==> src/rtl/tqvp_reg_arbiter_if.sv <==
// Requester-side register bus: a valid/ready request channel plus a one-cycle
// completion pulse carrying read data back to the requester.
interface tqvp_reg_arbiter_if #(
    parameter int ADDR_W = 4,
    parameter int DATA_W = 8
);
    logic              valid;
    logic              write;
    logic [ADDR_W-1:0] addr;
    logic [DATA_W-1:0] wdata;
    logic              ready;
    logic              rvalid;
    logic [DATA_W-1:0] rdata;

    // The requester drives the request fields and consumes the response.
    modport master (
        output valid, write, addr, wdata,
        input  ready, rvalid, rdata
    );

    // The arbiter consumes the request fields and drives the response.
    modport slave (
        input  valid, write, addr, wdata,
        output ready, rvalid, rdata
    );
endinterface

==> src/rtl/tqvp_reg_arbiter.sv <==
// Two-requester round-robin arbiter in front of a single peripheral register
// port; each accepted request runs IDLE -> ACCESS -> RESP, one cycle per state.
module tqvp_reg_arbiter #(
    parameter int ADDR_W = 4,
    parameter int DATA_W = 8
) (
    input  logic              clk,
    input  logic              rst,
    tqvp_reg_arbiter_if.slave req0,
    tqvp_reg_arbiter_if.slave req1,
    output logic [ADDR_W-1:0] address,
    output logic [DATA_W-1:0] data_in,
    output logic              data_write,
    input  logic [DATA_W-1:0] data_out
);
    typedef enum logic [1:0] {
        S_IDLE,
        S_ACCESS,
        S_RESP
    } state_e;

    state_e            state_q,  state_d;
    // The last-served requester is also the owner of the in-flight transaction.
    logic              last_q,   last_d;
    logic              wr_q,     wr_d;
    logic [ADDR_W-1:0] addr_q,   addr_d;
    logic [DATA_W-1:0] wdata_q,  wdata_d;
    logic [DATA_W-1:0] rdata0_q, rdata0_d;
    logic [DATA_W-1:0] rdata1_q, rdata1_d;

    logic              grant;
    logic              accept;
    logic [DATA_W-1:0] resp;

    // On a tie the requester that was not served last wins.
    assign grant  = (req0.valid && req1.valid) ? ~last_q : req1.valid;
    assign accept = (state_q == S_IDLE) && (req0.valid || req1.valid) && !rst;

    always_comb begin
        // NOTE: every signal gets a default before the case so no path can leave it unassigned and infer a latch.
        state_d  = state_q;
        last_d   = last_q;
        wr_d     = wr_q;
        addr_d   = addr_q;
        wdata_d  = wdata_q;
        rdata0_d = rdata0_q;
        rdata1_d = rdata1_q;
        resp     = '0;

        case (state_q)
            S_IDLE: begin
                if (accept) begin
                    state_d = S_ACCESS;
                    last_d  = grant;
                    wr_d    = grant ? req1.write : req0.write;
                    addr_d  = grant ? req1.addr  : req0.addr;
                    wdata_d = grant ? req1.wdata : req0.wdata;
                end
            end
            S_ACCESS: begin
                state_d = S_RESP;
                resp    = wr_q ? '0 : data_out;
                if (last_q) rdata1_d = resp;
                else        rdata0_d = resp;
            end
            S_RESP:  state_d = S_IDLE;
            default: state_d = S_IDLE;
        endcase
    end

    always_ff @(posedge clk) begin
        // NOTE: sequential state uses non-blocking assignments so every flop samples pre-edge values.
        if (rst) begin
            state_q  <= S_IDLE;
            last_q   <= 1'b1;
            wr_q     <= 1'b0;
            addr_q   <= '0;
            wdata_q  <= '0;
            rdata0_q <= '0;
            rdata1_q <= '0;
        end else begin
            state_q  <= state_d;
            last_q   <= last_d;
            wr_q     <= wr_d;
            addr_q   <= addr_d;
            wdata_q  <= wdata_d;
            rdata0_q <= rdata0_d;
            rdata1_q <= rdata1_d;
        end
    end

    // The latched request doubles as the peripheral drive, holding between accesses.
    assign address    = addr_q;
    assign data_in    = wdata_q;
    assign data_write = (state_q == S_ACCESS) && wr_q;

    assign req0.ready  = accept && !grant;
    assign req1.ready  = accept &&  grant;
    assign req0.rvalid = (state_q == S_RESP) && !last_q;
    assign req1.rvalid = (state_q == S_RESP) &&  last_q;
    assign req0.rdata  = rdata0_q;
    assign req1.rdata  = rdata1_q;
endmodule

==> src/flat_wrapper.sv <==
// flat-port wrapper written by rule: the top's interface ports become plain ports
module tqvp_reg_arbiter_flat 
#(
    parameter int ADDR_W = 4,
    parameter int DATA_W = 8
)
  (clk, rst, address, data_in, data_write, data_out, req0_valid, req0_write, req0_addr, req0_wdata, req0_ready, req0_rvalid, req0_rdata, req1_valid, req1_write, req1_addr, req1_wdata, req1_ready, req1_rvalid, req1_rdata);
  tqvp_reg_arbiter_if #(.ADDR_W(ADDR_W), .DATA_W(DATA_W)) req0_i ();
  tqvp_reg_arbiter_if #(.ADDR_W(ADDR_W), .DATA_W(DATA_W)) req1_i ();
  input  logic clk;
  input  logic rst;
  output logic [ADDR_W-1:0] address;
  output logic [DATA_W-1:0] data_in;
  output logic data_write;
  input  logic [DATA_W-1:0] data_out;
  input wire logic [$bits(req0_i.valid)-1:0] req0_valid;
  input wire logic [$bits(req0_i.write)-1:0] req0_write;
  input wire logic [$bits(req0_i.addr)-1:0] req0_addr;
  input wire logic [$bits(req0_i.wdata)-1:0] req0_wdata;
  output wire logic [$bits(req0_i.ready)-1:0] req0_ready;
  output wire logic [$bits(req0_i.rvalid)-1:0] req0_rvalid;
  output wire logic [$bits(req0_i.rdata)-1:0] req0_rdata;
  input wire logic [$bits(req1_i.valid)-1:0] req1_valid;
  input wire logic [$bits(req1_i.write)-1:0] req1_write;
  input wire logic [$bits(req1_i.addr)-1:0] req1_addr;
  input wire logic [$bits(req1_i.wdata)-1:0] req1_wdata;
  output wire logic [$bits(req1_i.ready)-1:0] req1_ready;
  output wire logic [$bits(req1_i.rvalid)-1:0] req1_rvalid;
  output wire logic [$bits(req1_i.rdata)-1:0] req1_rdata;
  assign req0_i.valid = req0_valid;
  assign req0_i.write = req0_write;
  assign req0_i.addr = req0_addr;
  assign req0_i.wdata = req0_wdata;
  assign req0_ready = req0_i.ready;
  assign req0_rvalid = req0_i.rvalid;
  assign req0_rdata = req0_i.rdata;
  assign req1_i.valid = req1_valid;
  assign req1_i.write = req1_write;
  assign req1_i.addr = req1_addr;
  assign req1_i.wdata = req1_wdata;
  assign req1_ready = req1_i.ready;
  assign req1_rvalid = req1_i.rvalid;
  assign req1_rdata = req1_i.rdata;
  tqvp_reg_arbiter #(.ADDR_W(ADDR_W), .DATA_W(DATA_W)) u_core (.clk(clk), .rst(rst), .req0(req0_i), .req1(req1_i), .address(address), .data_in(data_in), .data_write(data_write), .data_out(data_out));
endmodule
==> config.mk <==
export PLATFORM = sky130hd
export DESIGN_NAME = tqvp_reg_arbiter_flat
export DESIGN_NICKNAME = d
export VERILOG_FILES = /design/src/rtl/tqvp_reg_arbiter_if.sv /design/src/rtl/tqvp_reg_arbiter.sv /design/src/flat_wrapper.sv
export SDC_FILE = /design/constraint.sdc
export NUM_CORES = 1
export LEC_CHECK = 0
export CAP_MARGIN = 20
export CORE_MARGIN = 2
export CORE_UTILIZATION = 36
export DETAILED_ROUTE_END_ITERATION = 7
export MAX_ROUTING_LAYER = met4
export PLACE_DENSITY = 0.75
export SLEW_MARGIN = 20
export SYNTH_ARGS = -nofsm -noshare
export SYNTH_HDL_FRONTEND = slang
export SYNTH_SLANG_ARGS = --single-unit
==> constraint.sdc <==
create_clock -name clk -period 1.5 [get_ports clk]
set_input_delay 0.375 -clock clk [delete_from_list [all_inputs] [get_ports clk]]
set_output_delay 0.375 -clock clk [all_outputs]
set_load 0.01 [all_outputs]
# [Word level (Yosys, flattened, before mapping)]
# Cells that the tools add are included.
# Widths: inputs -> output; s select.
[word_totals] mem_bits_ro=0 wordCells=34 output_inout_bits=33 ramBits=0 ff_bits=32 inputBits=38 latch_bits=0 n_memories=0
[classes] n_div=0 mux=7 bitwise=1 magnitude_cmp=0 reduce_logical=16 n_shift=0 multipliers=0 addsub=0 eq_ne=3
[ops] op="$mux 8" count=2
[ops] op="$logic_and 1x1->1" count=8
[ops] op="$reduce_and 2->1" count=3
[ops] op="$mux 4" count=1
[ops] op="$pmux 2 s2" count=1
[ops] op="$logic_not 1->1" count=3
[ops] op="$eq 2x1->1 const B" count=1
[ops] op="$eq 2x2->1 const B" count=1
[ops] op="$logic_not 2->1" count=1
[ops] op="$mux 1" count=2
[ops] op="$mux 2" count=1
[ops] op="$ne 2x1->1 const B" count=1
[ops] op="$logic_or 1x1->1" count=1
[ops] op="$not 1->1" count=1

# [Longest topological paths before layout]
# Gate-level depths: netlist of the first run.
[depth] word_depth=5 depth_mapped=5 ltp_nobuf=3

# [Least setup slack after synthesis of the first run]
# No wires, ideal clock.
[synth_path] path_kind="input -> output" from="input req1_valid" to="output req0_ready" cell_stages=3 t_required_ps=1125 slack_ps=-1 arrival_time_ps=1126 path_cell_list="a21boi_4 > buf_12 > nor4_1"
[synth_via] elab_chain_cells=4 word_cells_on_any_way=7
[synth_lines] element="start, declared" line="flat_wrapper.sv:23" text="input wire logic [$bits(req1_i.valid)-1:0] req1_valid;"
[synth_lines] element="$logic_and 1x1->1 / $logic_or 1x1->1 (equally long branches)" line="tqvp_reg_arbiter.sv:36, tqvp_reg_arbiter.sv:37"
[synth_lines] element="$mux 1 / $logic_and 1x1->1 (equally long branches)" line="tqvp_reg_arbiter.sv:36, tqvp_reg_arbiter.sv:37"
[synth_lines] element="$logic_not 1->1 / $logic_and 1x1->1 (equally long branches)" line="tqvp_reg_arbiter.sv:97, tqvp_reg_arbiter.sv:37"
[synth_lines] element="$logic_and 1x1->1 (*)" line="tqvp_reg_arbiter.sv:97" text="assign req0.ready = accept && !grant;"
[synth_lines] element="end, declared" line="flat_wrapper.sv:20" text="output wire logic [$bits(req0_i.ready)-1:0] req0_ready;"
# Mark *: on every way between the ends. The rest lies on a longest branch, timed or not.

# [Worst setup path in the final report of the first run]
[layout_path] from="register u_core.state_q[1]" to="output req1_ready"
[layout_via] elab_chain_cells=4
[layout_lines] element="start, declared" line="tqvp_reg_arbiter.sv:22" text="state_e state_q, state_d;"
[layout_lines] element="start signal, assigned" line="tqvp_reg_arbiter.sv:82" text="state_q <= state_d;"
[layout_lines] element="$logic_not 2->1" line="tqvp_reg_arbiter.sv:37" text="assign accept = (state_q == S_IDLE) && (req0.valid || req1.valid) && !rst;"
[layout_lines] element="$logic_and 1x1->1 (2 in a row)" line="tqvp_reg_arbiter.sv:37"
[layout_lines] element="$logic_and 1x1->1" line="tqvp_reg_arbiter.sv:98" text="assign req1.ready = accept && grant;"
[layout_lines] element="end, declared" line="flat_wrapper.sv:27" text="output wire logic [$bits(req1_i.ready)-1:0] req1_ready;"
# Every way passes these cells.

==> results of run 1 <==
-- sequential cells by signal, indices dropped and copies added (netlist names) --
signal             cells
u_core.wr_q            1
u_core.req1.rdata      8
u_core.last_q          1
u_core.req0.rdata      8
u_core.state_q         2
u_core.data_in         8
u_core.address         4
-- routing by layer --
layer	up-vias	global-route usage, %	part of all wire, %
li1	727	-	-
met1	635	20.3	43
met2	47	29.3	49
met3	7	6.41	6.6
met4	0	6.00	1.5
met5	-	-	0
-- cell usage after synthesis, drive strengths merged --
library cell,count
a31oi,11
a211oi,11
and3,1
mux2i,13
and3b,3
nor4,1
a21boi,1
a21oi,19
nor3b,3
a311oi,2
dfxtp,32
or3b,1
nor3,1
o21ai,1
buf,8
nand2,32
clkbuf,7
and2,1
inv,1
nand3b,1
or2,2
nor2b,8
nor2,2
-- cell type report --
type                       count  share of cell area, %
sequential                    32                   27.4
multi-input combinational    114                   32.8
clock inverter                 3                  0.798
inverter                       1                  0.160
timing repair buffer          85                   33.2
clock buffer                   5                   2.93
tap                           50                   2.66
-- logic make-up (layout without fill, tap and decap cells) --
kind of cell,after synthesis,after routing,synth area share (%)
buf+inv,16,94,6.95
flops,32,32,42.9
mux,13,13,8.71
compound gates,45,45,21.9
simple gates,56,56,19.5
-- critical path: stages, from the launching register on --
cell,delay (ns)
dfxtp_1,0.31
or2_4,0.26
nor3_4,0.12
and2_1,0.13
buf_2,0.12
-- final timing paths --
| kind | cells past startpoint | slack, ns | to | start |
|---|---|---|---|---|
| worst max-delay path | 4 | -0.10 | req1_ready | u_core.state_q[1] |
| worst min-delay path | 2 | 0.45 | u_core.req1.rdata[5] | u_core.req1.rdata[5] |
| worst max register to register | 5 | 0.18 | u_core.data_in[6] | u_core.last_q |
| worst min register to register | 2 | 0.45 | u_core.req1.rdata[5] | u_core.req1.rdata[5] |
-- repair_timing --
action | CTS | global route
setup buffers | 1 | 0
pin swaps | 3 | 2
hold buffers | 0 | 0
resized for setup | 56 | 5
endpoints found under the setup margin | 46 | 8
-- power groups by stage --
stage	clock network, mW	logic, mW	registers [mW]
floorplan	0	0.259	0.980
global placement	0	0.542	0.956
detailed placement	0	0.546	0.958
CTS	0.667	0.519	0.938
global route	0.702	0.570	0.945
finish	0.648	0.518	0.938
==> results.txt, run 1 <==
----------------------------------------------------
[Worst setup path]
  WP data required ... 1.12 ns
  Sort of element at the start of the critical path ... register
  Arrival time at the worst endpoint ... 1.23 ns
  Critical path class ... register to output pin
  Worst Setup End Kind ... output pin
  Largest fanout of any net on the critical path ... 2

[GRT]
  First-pass GRT wire length ... 6070 um
  Largest net degree at the start of global routing ... 32
  Number of antenna violations at the first check in global routing ... 0
  Overflow left after global routing ... 0
  Vias in the first global route ... 1,360
  Total GRT Usage ... 18.0%

[Floorplanning]
  FP Rows ... 23
  DIE HEIGHT ... 68.4 um
  Effective utilization at floorplan ... 37.3%
  # IOs ... 71
  Area of the core region ... 4000 um^2
  Width of the die ... 68.4 um
  Floorplan die area ... 4680 um^2

[Clocking]
  CTS tree ... done
  Clock-pin slew reported for the worst setup and hold paths after clock tree synthesis ... 0.07 ns
  Later-pin clock latency in the skew report ... 0.28 ns
  Max Root-Sink Buffers ... 2
  Number of CTS-inserted buffers ... 5
  Number of H-tree levels ... 2
  Clock Sinks ... 32
  Root Driver ... clkbuf_8

[Power and ir drop]
  Power Density ... 894 nW/um^2
  Clk network pwr share ... 30.8%
  Power share of the sequential group ... 44.6%
  Static leakage power ... 1.00 nW
  Tot Pwr ... 2.10 mW
  Peak ir drop on the vdd network ... 0.000447 V
  Sw power ... 0.595 mW
  Proportion of total power due to net switching ... 28.3%
  Combinational cell fraction of total power ... 24.6%
  Internal power contribution ... 1.51 mW

[Logic synthesis]
  Count of warnings emitted by yosys ... 0
  Nets in the synthesized netlist ... 200
  Number of distinct library cells after synthesis ... 30
  #FFs+latches synth ... 32
  Yosys top cell area share ... 42.9%
  Gate count of the mapped netlist ... 162
  Post-synthesis instance area ... 1490 um^2
  Sequential share of the synthesized area ... 42.9%
  Cell taking the most area after synthesis ... dfxtp_1
  Top cells by area in the synthesized netlist ... dfxtp_1 43%, mux2i_1 8.7%, nand2_1 8.0%
  Avg Cell Area, Syn ... 9.22 um^2

[Placement]
  I/O Buffers ... 70
  Placed cell area ... 2280 um^2
  Detailed-placement wirelength estimate ... 2760 um
  Setup slack after placement ... -0.716 ns
  Number of placed instances with taps included ... 281
  Final GP Congestion ... 0.805

[Timing]
  Fraction of the cycle the final worst path needs ... 107%
  Headroom to the max-slew limit ... 70.4%
  Final critical-path required period ... 1.60 ns
  Worst clock skew on the final layout ... 0.00256 ns
  Post-route setup slack ... -0.103 ns
  Peak Freq ... 0.624 GHz
  Hold WS ... 0.451 ns
  Summed negative setup slack over all endpoints ... -0.294 ns
  Final setup violation count ... 3
  Setup repair after global routing missed its margin ... yes
  Slew at the pin with the worst max-slew slack ... 0.442 ns
  Hold violation count in the final report ... 0
  Final-report max-slew violation count ... 0

[Final layout]
  Number of standard cells in the layout, taps in and fillers out ... 290
  Most used cells in the layout excluding fill and tap cells ... 34 x clkdlybuf4s50_1, 32 x nand2_1, 31 x dfxtp_1
  Count of fill cells added during filler insertion ... 376
  Area of the multi-input gates ... 772 um^2
  Area growth from synthesis to layout ... 57.5%
  Diodes inserted ... 0
  Most common cell after layout, fill and taps aside ... clkdlybuf4s50_1
  Sequential cell area ... 644 um^2
  Area of all placed cells without fillers ... 2350 um^2
  Fraction of final layout cells sized beyond drive strength 1 ... 19.6%
  Final core utilization ... 58.8%
  Number of nets in the layout ... 277

[Min path]
  Type of the tightest min-delay check ... register to register

[Routing]
  Detailed-route via count ... 1,416
  First-pass iteration count of the detailed router ... 4
  Post-detailed-route wirelength per cell ... 12.8 um
  Via-per-instance ratio ... 4.88
  Initial DRC count ... 67
  Final wirelength ... 3710 um
  Count of unresolved DRC violations after routing ... 0
  Post-detailed-route count of antenna-violating nets ... 0

[Job]
  Reported max-cap violation count ... 0

[Run status]
  Result of the run ... complete, but fails checks
  Failing checks ... setup timing

----------------------------------------------------
Power figures use the tool's default switching activity.
==> inputs of run 2 (changes only) <==
- CAP_MARGIN: 20 -> not set
- CORE_UTILIZATION: 36 -> 43
- PLACE_DENSITY: 0.75 -> 0.84
- clock period: 1.5 -> 2 ns (I/O delays scaled with it)
==> results.txt, run 2 (synthesized netlist as in run 1, its figures left out) <==
----------------------------------------------------
[Run status]
  Result of the run ... complete, no violations

[Clocking]
  Number of CTS-inserted buffers ... 5
  Later-pin clock latency in the skew report ... 0.35 ns
  CTS tree ... done
  Number of H-tree levels ... 2
  Max Root-Sink Buffers ... 2
  Clock-pin slew reported for the worst setup and hold paths after clock tree synthesis ... 0.09 ns
  Root Driver ... clkbuf_4
  Clock Sinks ... 32

[Worst setup path]
  Logic depth of the worst setup path including buffers ... 5
  Largest fanout of any net on the critical path ... 4
  WP data required ... 1.50 ns
  Number of cells on the worst reg-to-reg path ... 5
  Arrival time at the worst endpoint ... 1.45 ns
  CP bufs+invs ... 2
  Critical path class ... input port to output pin
  Cells traversed along the worst timing path ... clkdlybuf4s15_1 > nor2_2 > nor3_4 > and2_1 > clkdlybuf4s15_2
  Sort of element at the start of the critical path ... input port
  Maximum single-stage delay on the critical path ... 0.26 ns
  Top cell family by delay on the critical path ... buffers and inverters
  Worst Setup End Kind ... output pin
  Worst path slowest cell ... clkdlybuf4s15_1

[Placement]
  Setup slack after placement ... -0.526 ns
  Detailed-placement wirelength estimate ... 2890 um
  Number of placed instances with taps included ... 275
  I/O Buffers ... 70
  Final GP Congestion ... 0.786
  Placed cell area ... 2250 um^2

[Final layout]
  Most used cells in the layout excluding fill and tap cells ... 62 x clkdlybuf4s50_1, 32 x nand2_1, 30 x dfxtp_1
  Area growth from synthesis to layout ... 58.9%
  Area of all placed cells without fillers ... 2370 um^2
  Number of nets in the layout ... 277
  Number of standard cells in the layout, taps in and fillers out ... 286
  Most common cell after layout, fill and taps aside ... clkdlybuf4s50_1
  Fraction of final layout cells sized beyond drive strength 1 ... 17.5%
  Final core utilization ... 71.1%
  Diodes inserted ... 0

[Floorplanning]
  Area of the core region ... 3340 um^2
  Floorplan die area ... 3960 um^2
  Effective utilization at floorplan ... 44.8%
  # IOs ... 71
  Width of the die ... 62.9 um
  DIE HEIGHT ... 62.9 um
  FP Rows ... 21

[GRT]
  Largest net degree at the start of global routing ... 21
  Overflow left after global routing ... 0
  First-pass GRT wire length ... 6530 um
  Total GRT Usage ... 21.7%
  Number of antenna violations at the first check in global routing ... 0
  Vias in the first global route ... 1,446

[Min path]
  Type of the tightest min-delay check ... register to register
  Number of cells on the worst hold path ... 2

[Routing]
  Initial DRC count ... 37
  Met2 WL ... 1980 um
  Total routed wire length on the met1 layer ... 1610 um
  Max Used Layer ... met4
  Wire length on met3 ... 176 um
  Post-detailed-route wirelength per cell ... 13.5 um
  First-pass iteration count of the detailed router ... 4
  Final wirelength ... 3850 um
  Detailed-route via count ... 1,431
  Via-per-instance ratio ... 5.00
  Count of unresolved DRC violations after routing ... 0
  Post-detailed-route count of antenna-violating nets ... 0

[Timing]
  Summed negative setup slack over all endpoints ... 0 ns
  Slew at the pin with the worst max-slew slack ... 0.406 ns
  Headroom to the max-slew limit ... 72.8%
  Final setup violation count ... 0
  Post-route setup slack ... 0.0508 ns
  Final critical-path required period ... 1.95 ns
  Peak Freq ... 0.513 GHz
  Hold violation count in the final report ... 0
  Final-report max-slew violation count ... 0
  Worst clock skew on the final layout ... 0.00972 ns
  Fraction of the cycle the final worst path needs ... 97.5%

[Power and ir drop]
  Peak ir drop on the vdd network ... 0.000395 V
  Static leakage power ... 0.881 nW
  Power Density ... 678 nW/um^2

[Job]
  Reported max-cap violation count ... 0

----------------------------------------------------
## run 2: layout make-up
cell class	instances	area, um^2
fillers	277	963
repair buffers	85	817
multi-input cells	114	776
flip-flops and latches	32	643
well taps	46	57.6
clock buffers	6	41.3
clock inverters	2	35.0
inverters	1	3.75
## run 2: metal layers
metal | vias up | global-route usage, %
li1 | 729 | -
met1 | 660 | 23.9
met2 | 35 | 36.4
met3 | 7 | 5.41
met4 | 0 | 10.8
met5 | - | -
## run 2: worst reg2reg max path, cell delays in order, from the launching register on
cell and delay, ns:
dfxtp_2 0.33, buf_4 0.15, nor2_2 0.31, buf_4 0.24, a21oi_1 0.07, a311oi_1 0.27
## run 2: power breakdown
part | switching [mW] | internal [mW] | leakage [nW]
logic | 0.186 | 0.233 | 0.577
registers | 0.0229 | 0.682 | 0.262
clock network | 0.224 | 0.262 | 0.0422
## run 2: through the flow
stage	hold WS, ns	power, mW
floorplan	0.481	0.928
global placement	0.441	1.12
detailed placement	0.446	1.12
CTS	0.460	1.61
global route	0.482	1.68
finish	0.459	1.61
## run 2: repair_timing
| action | 4_1_cts | 5_1_grt |
|---|---|---|
| pin swaps | 1 | 1 |
| endpoints found under the setup margin | 5 | 2 |
| hold buffers | 0 | 0 |
| cloned | 0 | 0 |
| buffers inserted | 3 | 0 |
| gates resized for setup | 17 | 6 |
## run 2: worst paths after layout
kind                         from  slack [ns]              endpoint
max                    req0_valid        0.05            req1_ready
min          u_core.req0.rdata[7]        0.46  u_core.req0.rdata[7]
max reg2reg     u_core.state_q[0]        0.54     u_core.data_in[3]
min reg2reg  u_core.req0.rdata[7]        0.46  u_core.req0.rdata[7]
==> inputs of run 3 (changes only) <==
- REMOVE_ABC_BUFFERS: not set -> 1
- TNS_END_PERCENT: not set -> 1
- clock period: 2 -> 2.3 ns (I/O delays scaled with it)
==> results.txt, run 3 (synthesized netlist as in run 1, its figures left out) <==
----------------------------------------------------
[Floorplanning]
  Area of the core region ... 3340 um^2
  # IOs ... 71
  DIE HEIGHT ... 62.9 um
  FP Rows ... 21
  Width of the die ... 62.9 um
  Floorplan die area ... 3960 um^2
  Effective utilization at floorplan ... 44.8%

[Placement]
  Detailed-placement wirelength estimate ... 2780 um
  Final GP Congestion ... 0.757
  Placed cell area ... 2210 um^2
  I/O Buffers ... 70
  Setup slack after placement ... -0.372 ns
  Number of placed instances with taps included ... 271

[Final layout]
  Number of nets in the layout ... 270
  Most common cell after layout, fill and taps aside ... clkdlybuf4s50_1
  Area of all placed cells without fillers ... 2280 um^2
  Most used cells in the layout excluding fill and tap cells ... 65 x clkdlybuf4s50_1, 32 x nand2_1, 32 x dfxtp_1
  Area growth from synthesis to layout ... 52.8%
  Number of standard cells in the layout, taps in and fillers out ... 278
  Sequential cell area ... 641 um^2
  Fraction of final layout cells sized beyond drive strength 1 ... 12.9%
  Count of fill cells added during filler insertion ... 303
  Diodes inserted ... 0
  Area of the multi-input gates ... 749 um^2

[Power and ir drop]
  Static leakage power ... 0.834 nW
  Internal power contribution ... 0.952 mW
  Power Density ... 571 nW/um^2
  Sw power ... 0.352 mW
  Clk network pwr share ... 27.0%
  Combinational cell fraction of total power ... 26.1%
  Proportion of total power due to net switching ... 27.0%
  Power share of the sequential group ... 46.9%
  Peak ir drop on the vdd network ... 0.000390 V

[Clocking]
  Number of CTS-inserted buffers ... 5
  Clock Sinks ... 32
  Later-pin clock latency in the skew report ... 0.32 ns
  Number of H-tree levels ... 2
  Max Root-Sink Buffers ... 2
  Clock-pin slew reported for the worst setup and hold paths after clock tree synthesis ... 0.09 ns
  Root Driver ... clkbuf_4
  CTS tree ... done

[Timing]
  Fraction of the cycle the final worst path needs ... 93.9%
  Final-report max-slew violation count ... 0
  Headroom to the max-slew limit ... 55.5%
  Worst clock skew on the final layout ... 0.00530 ns
  Peak Freq ... 0.463 GHz
  Post-route setup slack ... 0.140 ns
  Final critical-path required period ... 2.16 ns
  Setup repair after global routing missed its margin ... no
  Hold WS ... 0.456 ns
  Summed negative setup slack over all endpoints ... 0 ns
  Slew at the pin with the worst max-slew slack ... 0.667 ns
  Final setup violation count ... 0
  Hold violation count in the final report ... 0

[Worst setup path]
  WP data required ... 1.73 ns
  Sort of element at the start of the critical path ... register
  Arrival time at the worst endpoint ... 1.58 ns
  Largest fanout of any net on the critical path ... 8
  Critical path class ... register to output pin
  Worst Setup End Kind ... output pin

[Routing]
  Count of unresolved DRC violations after routing ... 0
  Detailed-route via count ... 1,408
  Final wirelength ... 3820 um
  First-pass iteration count of the detailed router ... 4
  Post-detailed-route wirelength per cell ... 13.7 um
  Initial DRC count ... 57
  Post-detailed-route count of antenna-violating nets ... 0
  Via-per-instance ratio ... 5.06

[GRT]
  Largest net degree at the start of global routing ... 32
  Vias in the first global route ... 1,453
  First-pass GRT wire length ... 6710 um
  Number of antenna violations at the first check in global routing ... 0
  Total GRT Usage ... 22.6%
  Overflow left after global routing ... 0

[Min path]
  Type of the tightest min-delay check ... register to register

[Run status]
  Result of the run ... complete, no violations

[Job]
  Reported max-cap violation count ... 0

----------------------------------------------------
## run 3: final timing paths
kind	slack, ns	start	end	depth (start not counted)
min reg2reg	0.46	u_core.req1.rdata[7]	u_core.req1.rdata[7]	2
min	0.46	u_core.req1.rdata[7]	u_core.req1.rdata[7]	2
max reg2reg	0.78	u_core.state_q[0]	u_core.data_in[7]	4
max	0.14	u_core.last_q	req0_rvalid	3
## run 3: timing repair
action,CTS,global route
endpoints found under the hold margin,0,0
buffers inserted,0,0
gates cloned,0,0
gates resized for setup,8,2
setup endpoints to repair,2,2
pin swaps,0,1
hold buffers,0,0
## run 3: worst max-delay path, cell delays in order (launching register included)
cell and delay [ns]:
dfxtp_1 0.35, buf_4 0.17, nor3b_1 0.18, clkdlybuf4s50_1 0.57
## run 3: power groups by stage
stage          Combinational (mW)  Clock, mW  Sequential [mW]
6_report                    0.340      0.352            0.612
5_1_grt                     0.373      0.405            0.618
4_1_cts                     0.344      0.366            0.613
3_5_place_dp                0.344          0            0.626
3_3_place_gp                0.340          0            0.624
2_1_floorplan               0.130          0            0.646
## run 3: area by class of cell
cell class	count	share of cell area [%]
multi-input combinational	114	32.8
inverter	1	0.164
tap	46	2.52
clock buffer	7	2.85
timing repair buffer	78	33.6
sequential	32	28.1
## run 3: layer usage
layer / track usage, % / part of all wire [%] / up-vias / routed length (um)
met5: - / 0 / - / 0
met4: 6.67 / 0.58 / 0 / 22
met3: 11.4 / 9.6 / 2 / 368
met2: 34.6 / 49 / 67 / 1880
met1: 25.9 / 41 / 628 / 1550
li1: - / - / 711 / -
## run 3: through the flow
step | power [mW] | util, %
final | 1.30 | 68.4
after global routing | 1.40 | 68.4
after detailed placement | 0.969 | 66.3
after floorplan | 0.777 | -
after CTS | 1.32 | 68.3
after global placement | 0.963 | 66.3
